===== src/rtl/dallanma_ongorucu_pkg.sv =====
// Shared definitions for the branch predictor: 2-bit counter encodings and the instruction step.
package dallanma_ongorucu_pkg;

  typedef enum logic [1:0] {
    GUCLU_ATLAMAZ = 2'b00,
    ZAYIF_ATLAMAZ = 2'b01,
    ZAYIF_ATLAR   = 2'b10,
    GUCLU_ATLAR   = 2'b11
  } sayac_e;

  localparam int unsigned KOMUT_ADIM = 4;

  function automatic logic atla_mi(input sayac_e s);
    return s[1];
  endfunction

endpackage


===== src/rtl/dallanma_ongorucu_doyumlu_sayac_2b.sv =====
// Next-state function of a 2-bit saturating taken/not-taken counter.
module doyumlu_sayac_2b
  import dallanma_ongorucu_pkg::*;
(
  input  sayac_e mevcut,
  input  logic   atladi,
  output sayac_e sonraki
);

  always_comb begin
    // NOTE: the output gets a default before the case so no path leaves it unassigned (no latch).
    sonraki = mevcut;
    unique case (mevcut)
      GUCLU_ATLAMAZ: sonraki = atladi ? ZAYIF_ATLAMAZ : GUCLU_ATLAMAZ;
      ZAYIF_ATLAMAZ: sonraki = atladi ? ZAYIF_ATLAR   : GUCLU_ATLAMAZ;
      ZAYIF_ATLAR:   sonraki = atladi ? GUCLU_ATLAR   : ZAYIF_ATLAMAZ;
      GUCLU_ATLAR:   sonraki = atladi ? GUCLU_ATLAR   : ZAYIF_ATLAR;
      default:       sonraki = mevcut;
    endcase
  end

endmodule


===== src/rtl/dallanma_ongorucu.sv =====
// Fetch-side branch predictor: bimodal 2-bit BHT plus direct-mapped BTB.
// Define DALLANMA_ONGORUCU_GSHARE_EN to XOR a global history into the BHT index.
module dallanma_ongorucu
  import dallanma_ongorucu_pkg::*;
#(
  parameter int PS_W        = 32,
  parameter int TABLO_BOYUT = 64,
  parameter int GECMIS_W    = 6,
  parameter int SAYAC_W     = 16
) (
  input  logic               clk_i,
  input  logic               rst_ni,
  input  logic [PS_W-1:0]    ps_i,
  input  logic               ps_gecerli_i,
  output logic               ongoru_atla_o,
  output logic [PS_W-1:0]    ongoru_ps_o,
  input  logic               guncelle_gecerli_i,
  input  logic               guncelle_atladi_i,
  input  logic               dallanma_hata_i,
  input  logic [PS_W-1:0]    guncelle_ps_i,
  input  logic [PS_W-1:0]    guncelle_hedef_ps_i,
  output logic [SAYAC_W-1:0] hata_sayisi_o
);

  localparam int IDX_W = $clog2(TABLO_BOYUT);
  localparam int TAG_W = PS_W - IDX_W - 2;

  sayac_e                  sayac       [TABLO_BOYUT];
  logic [TABLO_BOYUT-1:0]  btb_gecerli;
  logic [TAG_W-1:0]        btb_tag     [TABLO_BOYUT];
  logic [PS_W-1:0]         btb_hedef   [TABLO_BOYUT];
  logic [SAYAC_W-1:0]      hata_sayisi;

  logic [IDX_W-1:0] o_idx;
  logic [IDX_W-1:0] o_bht_idx;
  logic [TAG_W-1:0] o_tag;
  logic [IDX_W-1:0] g_idx;
  logic [IDX_W-1:0] g_bht_idx;
  logic [TAG_W-1:0] g_tag;
  logic             o_hit;
  sayac_e           sayac_sonraki;

  assign o_idx = ps_i[IDX_W+1:2];
  assign o_tag = ps_i[PS_W-1:IDX_W+2];
  assign g_idx = guncelle_ps_i[IDX_W+1:2];
  assign g_tag = guncelle_ps_i[PS_W-1:IDX_W+2];

  // Byte-offset bits never take part in prediction.
  logic unused_ps_bits;
  assign unused_ps_bits = ^{ps_i[1:0], guncelle_ps_i[1:0]};

`ifdef DALLANMA_ONGORUCU_GSHARE_EN
  logic [GECMIS_W-1:0] ghr;

  // History advances only on resolved branches, so it never needs repair.
  always_ff @(posedge clk_i or negedge rst_ni) begin
    if (!rst_ni) begin
      ghr <= '0;
    end else if (guncelle_gecerli_i) begin
      ghr <= {ghr[GECMIS_W-2:0], guncelle_atladi_i};
    end
  end

  assign o_bht_idx = o_idx ^ IDX_W'(ghr);
  assign g_bht_idx = g_idx ^ IDX_W'(ghr);
`else
  localparam int unused_gecmis_w = GECMIS_W;

  assign o_bht_idx = o_idx;
  assign g_bht_idx = g_idx;
`endif

  // Prediction reads the registered tables only, so an update in the same cycle is not bypassed.
  assign o_hit         = btb_gecerli[o_idx] && (btb_tag[o_idx] == o_tag);
  assign ongoru_atla_o = rst_ni && ps_gecerli_i && o_hit && atla_mi(sayac[o_bht_idx]);
  assign ongoru_ps_o   = ongoru_atla_o ? btb_hedef[o_idx] : ps_i + PS_W'(KOMUT_ADIM);

  doyumlu_sayac_2b u_sayac (
    .mevcut  (sayac[g_bht_idx]),
    .atladi  (guncelle_atladi_i),
    .sonraki (sayac_sonraki)
  );

  always_ff @(posedge clk_i or negedge rst_ni) begin
    // NOTE: sequential state uses non-blocking assignments so every flop samples pre-edge values.
    if (!rst_ni) begin
      for (int i = 0; i < TABLO_BOYUT; i++) begin
        sayac[i] <= ZAYIF_ATLAMAZ;
      end
      btb_gecerli <= '0;
    end else if (guncelle_gecerli_i) begin
      sayac[g_bht_idx] <= sayac_sonraki;
      if (guncelle_atladi_i) begin
        btb_gecerli[g_idx] <= 1'b1;
      end
    end
  end

  // NOTE: tag and target arrays are deliberately not reset; the valid bits gate every use of them.
  always_ff @(posedge clk_i) begin
    if (guncelle_gecerli_i && guncelle_atladi_i) begin
      btb_tag[g_idx]   <= g_tag;
      btb_hedef[g_idx] <= guncelle_hedef_ps_i;
    end
  end

  always_ff @(posedge clk_i or negedge rst_ni) begin
    if (!rst_ni) begin
      hata_sayisi <= '0;
    end else if (guncelle_gecerli_i && dallanma_hata_i && !(&hata_sayisi)) begin
      hata_sayisi <= hata_sayisi + 1'b1;
    end
  end

  assign hata_sayisi_o = hata_sayisi;

endmodule


===== config.mk =====
export PLATFORM = sky130hd
export DESIGN_NAME = dallanma_ongorucu
export DESIGN_NICKNAME = d
export VERILOG_FILES = /design/src/rtl/dallanma_ongorucu_pkg.sv /design/src/rtl/dallanma_ongorucu_doyumlu_sayac_2b.sv /design/src/rtl/dallanma_ongorucu.sv
export SDC_FILE = /design/constraint.sdc
export NUM_CORES = 2
export LEC_CHECK = 0
export BUFFER_PORTS_ARGS = -buffer_cell sky130_fd_sc_hd__buf_4
export CAP_MARGIN = 25
export CORE_MARGIN = 10
export CORE_UTILIZATION = 45
export DETAILED_ROUTE_END_ITERATION = 7
export GPL_TIMING_DRIVEN = 1
export HOLD_SLACK_MARGIN = 0.15
export MAX_ROUTING_LAYER = met4
export PLACE_DENSITY = 0.57
export SLEW_MARGIN = 30
export SYNTH_ARGS = -nofsm -noshare
export SYNTH_HDL_FRONTEND = slang
export SYNTH_SLANG_ARGS = --single-unit

===== constraint.sdc =====
create_clock -name clk_i -period 6.2 [get_ports clk_i]
set_input_delay 1.24 -clock clk_i [delete_from_list [all_inputs] [get_ports clk_i]]
set_output_delay 1.24 -clock clk_i [all_outputs]
set_load 0.02 [all_outputs]

==> flow_summary.json <==
{
  "ir_drop_v": 0.000241,
  "r2r_cells": 9,
  "drtIter0Drc": 10600,
  "total_power_mw": 54.8,
  "hold_slack_ns": 0.467,
  "synth_flop_cell": "edfxtp_1",
  "synth_largest_area_cell": "edfxtp_1",
  "start_kind": "primary input",
  "cts_buffers": 395,
  "slew_violations": 0,
  "tightest_slew_ns": 1.21,
  "portBuffers": 148,
  "finalNetCount": 7415,
  "grt_pass1_vias": 74800,
  "die-width_um": 592,
  "cts.htree.levels": 5,
  "grt_max_degree": 164,
  "clkLatencyLatePin_ns": 0.95,
  "outcome": "finished with violations",
  "failed_checks": "setup timing",
  "pre_cts_ws_ns": -0.525,
  "track_usage_pct": 26.4,
  "fmax_ghz": 0.157,
  "syn_nets": 6673,
  "drive_gt1_share_pct": 35.0,
  "hold_viol": 0,
  "die_y_um": 592,
  "first_pass_iters": 6,
  "final_cell_area_um2": 172000,
  "synth.avg_cell_area_um2": 22.4,
  "fill_cells": 25000,
  "avgViaCountPerCell": 6.32,
  "min_period_over_period_pct": 103,
  "io_pins": 151,
  "synthesis.instances": 6569,
  "r2r_slack_ns": 2.53,
  "hold_class": "in -> async",
  "drc": 0,
  "synth_edf_count": 3584,
  "area_growth_pct": 16.8,
  "crit_path_max_fanout": 8,
  "cts_tree": "yes",
  "min_period_ns": 6.39,
  "grt_pass1_wl_mm": 625,
  "rows": 209,
  "grt_antenna_before_repair": 26,
  "layout_setup_ws_ns": -0.188,
  "ys_seq_area_share_pct": 76.7,
  "synth_top_area_share_pct": 73.2,
  "post-dp-hpwl_mm": 250,
  "cts_root_buf": "clkbuf_16",
  "arrival_ns": 5.15,
  "core_um2": 325000,
  "crit_required_ns": 4.96,
  "ctsHoldBuffers": 0,
  "setup_viol": 32,
  "cts.sinks": 3792,
  "drt-wirelength-per-cell_um": 38.1,
  "clkTransAtPathRegs_ns": 0.06,
  "rsz0062_at_grt": "yes",
  "ant_nets": 0,
  "fin_worst_skew_ns": 0.0417,
  "synthTopCellsByArea": "edfxtp_1 (73%), mux4_2 (16%), dfrtp_1 (2.4%), dfstp_2 (1.1%), mux2i_1 (0.69%)",
  "ys_ff_latch": 3792,
  "powerDensity_nw_per_um2": 319,
  "die_area_um2": 350000,
  "gr-total-overflow": 0,
  "place.gp.congestion": 0.867,
  "totalWireLength_mm": 456,
  "worstSetupPathType": "in -> out",
  "ys_types": 80,
  "cap_violations": 0,
  "start_util_pct": 45.3,
  "ys.warnings.count": 0,
  "p_leak_nw": 55.3,
  "placed_area_um2": 158000,
  "cp-end-kind": "primary output",
  "netlist_area_um2": 147000,
  "via_count": 75600,
  "postSynth.asyncResetShare_pct": 5.49,
  "clockBufferDepth": 4,
  "slew_headroom_pct": 19.6
}
-- where the power goes --
part           total, mW  internal (mW)  switching (mW)
Combinational       3.28           1.39            1.88
Clock               23.0           13.0            10.1
Sequential          28.5           28.3           0.162
-- Yosys cell counts, drive strengths merged (6+ instances only) --
library cell / instances
clkbuf: 160
nor2b: 16
mux2: 117
buf: 197
o22ai: 25
a21oi: 66
nand2b: 7
dfrtp: 144
a32o: 6
and3: 29
a22o: 15
a31oi: 27
nand3: 61
nor4: 9
or3: 7
a221oi: 24
nor2: 173
and2: 15
a22oi: 85
nand4: 22
mux4: 1024
a311oi: 14
a211oi: 11
a2111oi: 8
or2: 69
nor3: 19
xnor2: 52
and3b: 7
xor2: 15
o21ai: 62
a32oi: 8
nor3b: 8
o221ai: 16
nand3b: 8
mux2i: 102
inv: 7
edfxtp: 3584
o211ai: 12
dfstp: 64
nand2: 224
-- through the flow --
| stage | util, % | cells | setup TNS [ns] |
|---|---|---|---|
| 6_report | 52.9 | 12000 | -3.87 |
| 5_1_grt | 52.9 | 12000 | -4.16 |
| 4_1_cts | 52.8 | 11900 | -2.11 |
| 3_5_place_dp | 48.5 | 11200 | -15.43 |
| 3_3_place_gp | 48.5 | 11200 | -16.65 |
| 2_1_floorplan | - | 6569 | 0 |
-- registers in the layout, summed over array words and instances (netlist names) --
| signal | flops |
|---|---|
| btb_tag | 1536 |
| hata_sayisi_o | 16 |
| sayac | 128 |
| btb_gecerli | 64 |
| btb_hedef | 2048 |
-- path summary, 6_finish.rpt --
kind	start	end
worst max-delay path	ps_i[2]	ongoru_ps_o[15]
worst min-delay path	rst_ni	sayac[113]$_DFFE_PN0P_
worst max register to register	sayac[17]$_DFFE_PN0P_	sayac[100]$_DFFE_PN1P_
worst min register to register	btb_gecerli[11]$_DFFE_PN0P_	btb_gecerli[11]$_DFFE_PN0P_
max in group asynchronous	rst_ni	sayac[93]$_DFFE_PN0P_
min in group clk_i	btb_gecerli[11]$_DFFE_PN0P_	btb_gecerli[11]$_DFFE_PN0P_
-- timing repair --
| action | 4_1_cts | 5_1_grt |
|---|---|---|
| pin swaps | 7 | 26 |
| gates cloned | 16 | 1 |
| gates resized for setup | 141 | 42 |
| setup endpoints to repair | 33 | 32 |
| setup buffers | 24 | 16 |
-- logic make-up (layout without fill, tap and decap cells) --
group           after synthesis  in the layout  share of synthesized area, %
simple gates                688            688                          2.25
flops                      3792           3792                          76.7
buf+inv                     366           1417                          1.25
mux                        1243           1243                          17.4
fa+ha+maj                     3              3                        0.0238
other cells                   0             18                             0
compound gates              410            410                          1.98
xor+xnor                     67             67                         0.399
-- metal layers --
metal  track usage [%]  part of all wire [%]
met1              36.2                    40
met2              41.9                    49
met3              3.50                   7.9
met4              8.14                   3.6
met5                 -                     0
-- worst max-delay path, stage by stage --
cell and delay, ns:
buf_16 0.15, buf_16 0.20, buf_16 0.17, buf_6 0.12, nor2b_4 0.12, a221o_1 0.34
o211ai_1 0.26, a22oi_1 0.14, o211ai_1 0.47, xor2_2 0.19, or3_4 0.37, nor4_4 0.38
buf_12 0.24, buf_12 0.16, mux2_4 0.36, buf_6 0.15
-- cells in the final DEF, fill, tap and decap left out, drive strengths merged, types with 66 or more instances in the layout --
| cell type | netlist | final |
|---|---|---|
| or2 | 69 | 69 |
| edfxtp | 3584 | 3584 |
| buf | 197 | 691 |
| mux4 | 1024 | 1024 |
| clkbuf | 160 | 477 |
| a21oi | 66 | 66 |
| clkinv | 2 | 175 |
| mux2i | 102 | 102 |
| nand2 | 224 | 224 |
| dfrtp | 144 | 144 |
| a22oi | 85 | 85 |
| mux2 | 117 | 117 |
| nor2 | 173 | 173 |
-- cell type report --
| class | count | area, um2 | share of cell area (%) |
|---|---|---|---|
| antenna | 18 | 45.0 | 0.0262 |
| tap | 4325 | 5410 | 3.15 |
| sequential | 3792 | 113000 | 65.7 |
| timing repair buffer | 702 | 7660 | 4.46 |
| clock inverter | 231 | 2140 | 1.25 |
| multi-input combinational | 2411 | 33300 | 19.4 |
| clock buffer | 475 | 10300 | 6.00 |
| inverter | 9 | 43.8 | 0.0255 |
Note: power is estimated with default switching activity, not from simulation.
